`src/rtl/echo_meter_pkg.sv`:
```
// rtl/echo_meter_pkg.sv - state encoding and default sizes shared by the echo_meter slice
package echo_meter_pkg;

    localparam int CNT_LEN_DEF     = 16;
    localparam int SYNC_STAGES_DEF = 2;

    typedef enum logic [1:0] {
        IDLE      = 2'd0,
        WAIT_RISE = 2'd1,
        MEASURE   = 2'd2,
        DONE      = 2'd3
    } state_t;

endpackage

```
`src/rtl/echo_meter_sync_edge.sv`:
```
// rtl/echo_meter_sync_edge.sv - async input synchroniser with rise/fall detect
module echo_meter_sync_edge #(
    parameter int SYNC_STAGES = 2
) (
    input  logic clk,
    input  logic rst,
    input  logic din,
    output logic level,
    output logic rise,
    output logic fall
);

    logic [SYNC_STAGES-1:0] chain;
    logic                   prev;

    always_ff @(posedge clk) begin
        if (rst) begin
            chain <= '0;
            prev  <= 1'b0;
        end else begin
            chain <= {chain[SYNC_STAGES-2:0], din};
            prev  <= chain[SYNC_STAGES-1];
        end
    end

    assign level = chain[SYNC_STAGES-1];
    assign rise  = level & ~prev;
    assign fall  = ~level & prev;

endmodule

```
`src/rtl/echo_meter.sv`:
```
// rtl/echo_meter.sv - measures echo high time in clock cycles with a programmable give-up limit
module echo_meter
    import echo_meter_pkg::*;
#(
    parameter int CNT_LEN     = CNT_LEN_DEF,
    parameter int SYNC_STAGES = SYNC_STAGES_DEF
) (
    input  logic               clk,
    input  logic               rst,
    input  logic               start,
    input  logic               echo,
    input  logic [CNT_LEN-1:0] max_cnt,
    output logic               busy,
    output logic               valid,
    output logic [CNT_LEN-1:0] width,
    output logic               timeout
);

    state_t             state, state_n;
    logic [CNT_LEN-1:0] cnt, cnt_n;
    logic [CNT_LEN-1:0] lim, lim_n;
    logic [CNT_LEN-1:0] width_n;
    logic               timeout_n;
    logic               echo_s, rise, fall;

    echo_meter_sync_edge #(.SYNC_STAGES(SYNC_STAGES)) u_sync (
        .clk   (clk),
        .rst   (rst),
        .din   (echo),
        .level (echo_s),
        .rise  (rise),
        .fall  (fall)
    );

    always_comb begin
        state_n   = state;
        cnt_n     = cnt;
        lim_n     = lim;
        width_n   = width;
        timeout_n = timeout;
        case (state)
            IDLE: begin
                if (start) begin
                    lim_n = max_cnt;
                    cnt_n = '0;
                    if (max_cnt == '0) begin
                        width_n   = '0;
                        timeout_n = 1'b1;
                        state_n   = DONE;
                    end else begin
                        state_n = WAIT_RISE;
                    end
                end
            end
            WAIT_RISE: begin
                // rise takes priority over an expiring limit on the same cycle
                if (rise) begin
                    cnt_n   = CNT_LEN'(1);
                    state_n = MEASURE;
                end else if (cnt == lim) begin
                    width_n   = '0;
                    timeout_n = 1'b1;
                    state_n   = DONE;
                end else begin
                    cnt_n = cnt + CNT_LEN'(1);
                end
            end
            MEASURE: begin
                if (fall) begin
                    width_n   = cnt;
                    timeout_n = 1'b0;
                    state_n   = DONE;
                end else if (cnt == lim) begin
                    width_n   = lim;
                    timeout_n = 1'b1;
                    state_n   = DONE;
                end else if (echo_s) begin
                    cnt_n = cnt + CNT_LEN'(1);
                end
            end
            DONE: state_n = IDLE;
            default: state_n = IDLE;
        endcase
    end

    always_ff @(posedge clk) begin
        if (rst) begin
            state   <= IDLE;
            cnt     <= '0;
            lim     <= '0;
            width   <= '0;
            timeout <= 1'b0;
            busy    <= 1'b0;
            valid   <= 1'b0;
        end else begin
            state   <= state_n;
            cnt     <= cnt_n;
            lim     <= lim_n;
            width   <= width_n;
            timeout <= timeout_n;
            busy    <= (state_n == WAIT_RISE) || (state_n == MEASURE);
            valid   <= (state_n == DONE);
        end
    end

endmodule

```
`config.mk`:
```
export PLATFORM = sky130hd
export DESIGN_NAME = echo_meter
export DESIGN_NICKNAME = d
export VERILOG_FILES = /design/src/rtl/echo_meter_pkg.sv /design/src/rtl/echo_meter_sync_edge.sv /design/src/rtl/echo_meter.sv
export SDC_FILE = /design/constraint.sdc
export NUM_CORES = 1
export LEC_CHECK = 0
export ABC_AREA = 1
export CAP_MARGIN = 20
export CORE_ASPECT_RATIO = 0.8
export CORE_MARGIN = 2
export CORE_UTILIZATION = 59
export CTS_CLUSTER_DIAMETER = 100
export DETAILED_ROUTE_END_ITERATION = 8
export PLACE_DENSITY = 0.84
export RECOVER_POWER = 100
export SLEW_MARGIN = 20
export SYNTH_ARGS = -nofsm -noshare
export SYNTH_HDL_FRONTEND = slang
export SYNTH_SLANG_ARGS = --single-unit
```
`constraint.sdc`:
```
create_clock -name clk -period 2.78 [get_ports clk]
set_clock_uncertainty 0.05 [all_clocks]
set_input_delay 0.417 -clock clk [delete_from_list [all_inputs] [get_ports clk]]
set_output_delay 0.417 -clock clk [all_outputs]
set_load 0.005 [all_outputs]
```
==> Yosys cells after proc, flatten, opt, wreduce, memory -nomap -nowiden <==
Index checks and enable logic that the tools add are counted.
{ "totals": {"regBits": 56, "input_bits": 20, "output_inout_bits": 19, "elab_cells": 64} }
{ "op_classes": {"n_addsub": 1, "eq_ne": 16, "mux": 26, "bitwise": 4, "n_reduce_logical": 8} }
{ "ops": {"columns": ["cell", "count"], "rows": [
  ["16-bit two-way mux", 12],
  ["16-bit one-hot mux with 3 select lines", 2],
  ["16-bit by 1-bit adder with 16-bit output, second input constant", 1],
  ["16-bit == test", 1],
  ["16-bit zero test", 1],
  ["2-bit != test, second input constant", 6],
  ["6-bit AND reduction", 2],
  ["2-bit two-way mux", 5],
  ["2-bit == test, second input constant", 4],
  ["2-bit one-hot mux with 4 select lines", 1],
  ["3-bit != test, second input constant", 2],
  ["1-bit two-way mux", 5],
  ["2-bit by 1-bit == test with 1-bit output, second input constant", 2],
  ["4-bit AND reduction", 1],
  ["1-bit one-hot mux with 3 select lines", 1],
  ["3-bit nonzero test", 1],
  ["1-bit AND", 2],
  ["2-bit zero test", 1],
  ["2-bit by 1-bit != test with 1-bit output, second input constant", 1],
  ["1-bit inverter", 2],
  ["2-bit AND reduction", 1],
  ["1-bit logical OR", 1]
]} }

==> Longest topological paths before layout <==
{ "logic_depth": {"ltp_word": 6, "ltp_mapped": 14, "mapped_depth_nobuf": 13} }

==> Modules after synthesis <==
Synthesis repeated with hierarchy kept, for this count alone.
{ "hier_totals": {"cells_unflattened": 518, "area_unflattened_um2": 3211.8} }
{ "by_module_without_submodules": {"columns": ["module", "instances", "cells_each", "area_per_inst_um2", "seq_area_each_um2"], "rows": [
  ["echo_meter", 1, 506, 3118.0, 1061.0],
  ["echo_meter_sync_edge", 1, 12, 93.8, 60.1]
]} }

==> Worst setup path before layout <==
OpenSTA, ideal clock, no wires.
{ "synth_timing": {"path_kind": "register to register", "start": "register state[0]", "end": "register busy", "setup_time_ps": 129, "arrival_ps": 1643, "required_time_ps": 2601, "path_slack_ps": 958, "stages_incl_launch_ff": 12, "n_path_buf": 1, "synth_period_minus_slack_ps": 1822, "path_cell_list": "dfxtp_1 inv_1 ha_1 buf_4 inv_1 nor2_1 nand3b_1 nand3b_1 nand2_1 ha_1 inv_1 nor2_1"} }
{ "synth_between": {"elab_chain_len": 5, "word_cells_on_any_way": 12, "classes_between": "5 x eq/ne; 5 x mux; 2 x reduce/logical"} }
{ "synth_lines": {"columns": ["element", "line_no", "text"], "rows": [
  ["start: declaration", "echo_meter.sv:19", "state_t state, state_n;"],
  ["start signal: assignment", "echo_meter.sv:96", "state <= state_n;"],
  ["2-bit two-way mux", "echo_meter.sv:60, echo_meter.sv:73", null],
  ["2-bit two-way mux, on equally long branches", "echo_meter.sv:69, echo_meter.sv:57", null],
  ["2-bit one-hot mux with 4 select lines *", "echo_meter.sv:41", "case (state)"],
  ["net state_n[0]", "echo_meter.sv:19", null],
  ["2-bit by 1-bit == test with 1-bit output / 2-bit == test (equally long branches)", "echo_meter.sv:101", "busy <= (state_n == WAIT_RISE) || (state_n == MEASURE);"],
  ["1-bit logical OR *", "echo_meter.sv:101", null],
  ["end signal: assignment", "echo_meter.sv:101", null],
  ["end: declaration", "echo_meter.sv:13", "output logic busy,"]
]} }
Mark *: on every way through the listed nets, which the timed path passes. The rest lies on a longest branch.
A chain may end at the register's enable or synchronous reset.

==> reports/results.txt <==
Final HPWL DP -> 5430 µm
Gr ovfl total -> 0
Filler cells -> 425
Max Freq -> 433 MHz
Final worst-path cycle share -> 83.0%
Die Y -> 69.1 µm
NetSw -> 610 µW
First-pass GRT wire length -> 13200 µm
Sw Ratio -> 31.6%
Clock Latency Late Sink -> 310 ps
DP Worst Slack -> 360 ps
DRT iter0 DRCs -> 282
Longest Clk Path Bufs -> 2
RSZ-0062 raised after global routing -> no
H-tree depth -> 2
Die area -> 0.00590 mm²
Max_cap viols -> 0
Critical Path Fanout Max -> 46
Post-cts sizing count -> 0
Arr. time, crit path -> 2460 ps
Synthesized area per cell -> 6.38 µm²
Fraction of layout cells with a size suffix above 1 -> 4.61%
HP Class -> flop to flop
Final Hold Fails -> 0
DR WL/cell -> 13.3 µm
Status -> completed
Synth cell count leaders -> nand2_1 (113), nor2_1 (83), dfxtp_1 (56)
IO buf count -> 38
RePlAce Congestion -> 0.962
PD cells -> 533 mW/mm²
Register area share after synthesis -> 35.8%
Mapped Cells -> 490
Startpoint Class -> primary input
Vias in the first global route -> 2928
Area delta synth->final -> 15.9%
Pin slew with the least headroom to its limit -> 860 ps
Total setup buffers inserted after CTS -> 0
Clock power share -> 28.0%
DRC Markers -> 0
CTS Hold Buffers Added -> 0
Area contributors post-synth -> dfxtp_1 (36%), nand2_1 (14%), nor2_1 (10%), a21oi_1 (7.4%), inv_1 (6.4%)
Register area -> 0.00112 mm²
Post-route ant nets -> 0
Largest net degree at the start of global routing -> 47
Sink Count -> 56
Final setup fails -> 0
Top_reg_cell synth -> dfxtp_1
Yosys top cell by area -> dfxtp_1
Cell variety after synth -> 29
Initial Utilization -> 61.8%
Maximum vdd drop -> 0.000365 V
Most frequent cell after synthesis -> nand2_1
CTS Buf Count -> 5
Final nets -> 546
EDFF count, synth -> 0
Die W -> 85.4 µm
I/O pins -> 39
Vias -> 3246
Critical path class -> primary input to flop
Post-Synthesis Cell Area -> 0.00313 mm²
Vias per Instance -> 5.57
Mapped Nets -> 516
CTS tree -> built
Static Leak -> 0.00157 µW
Drt pass-1 iters -> 5
CTS clk-pin slew, worst paths -> 90 ps
WP data required -> 2930 ps
Register bit total from synthesis -> 56
CTS root buf -> clkbuf_8
Core ar. -> 0.00506 mm²
Area of the multi-input gates -> 0.00169 mm²
Share of total power in combinational logic -> 24.3%
Rows -> 23
Pint -> 1320 µW
Initial antenna violation count -> 0
Total track usage -> 27.3%
Ys Warns -> 0
Async SR Flop Fraction -> 0%
Area share of the largest cell type after synthesis -> 35.8%
Rel. slew slack -> 42.7%
Part of the power in registers -> 47.8%
Crit. End Element -> flop
Tmin final -> 2310 ps
Hold slack -> 364 ps
Setup TNS -> 0 ps
Antenna cells -> 0
WL final -> 7770 µm
Fin. max-slew vios -> 0
Worst Slack Setup Final -> 473 ps
## registers in the layout, indices dropped and copies added (netlist names)
signal	cells
timeout	1
state	2
u_sync.prev	1
lim	16
cnt	16
busy	1
width	16
u_sync.chain	2
valid	1
## metrics by stage
step	power (µW)	instances	cell area, µm²	utilization, %
final	1930	583	3620	71.6
after global routing	2040	583	3620	71.6
after detailed placement	1420	575	3520	69.6
after floorplan	1260	490	3130	-
after CTS	1950	583	3630	71.7
after global placement	1410	575	3520	69.6
## worst paths after layout
| kind | from | to | slack (ps) | cells past startpoint |
|---|---|---|---|---|
| min | u_sync.chain[0] | u_sync.chain[1] | 360 | 2 |
| min reg2reg | u_sync.chain[0] | u_sync.chain[1] | 360 | 2 |
| max reg2reg | state[1] | cnt[5] | 570 | 10 |
| max | rst | lim[6] | 470 | 6 |
## power groups by stage
stage,logic [µW],clock network [µW],registers [µW]
floorplan,328,0,933
global placement,467,0,939
detailed placement,475,0,942
CTS,478,545,924
global route,536,574,933
finish,469,541,923
## critical path, cell delays in order
cell and delay [ps]:
dlygate4sd3_1 530, clkbuf_1 460, clkinv_1 140, clkbuf_2 530, o21ai_0 310, a21oi_1 60
## routing by layer
layer	GRT usage [%]	vias up	share of wire (%)
met5	0	-	0
met4	6.17	0	0.95
met3	4.07	10	6.8
met2	44.4	118	47
met1	38.2	1478	46
li1	-	1640	-
## cell type report
class                   count  share of cell area (%)
repair buffers             44                    11.6
flip-flops and latches     56                    30.9
clock inverters             2                   0.967
clock buffers               6                    2.00
multi-input cells         357                    46.6
inverters                  56                    5.80
well taps                  62                    2.14
## logic make-up (layout without fill, tap and decap cells)
group	Yosys count	after routing	share of synthesized area, %
flops	56	56	35.8
simple gates	252	252	33.7
compound gates	96	96	17.0
fa+ha+maj	6	6	2.40
buf+inv	77	108	10.2
xor+xnor	3	3	0.840
## cell usage in the layout, fill, tap and decap left out, types with 16 or more instances in the layout
cell type        instances
nor2_1                  82
nand2_1                113
a21oi_1                 46
nand3_1                 34
a22oi_1                 16
o21ai_0                 30
dlygate4sd3_1           20
inv_1                   53
clkdlybuf4s50_1         18
dfxtp_1                 56
Power figures use the tool's default switching activity.
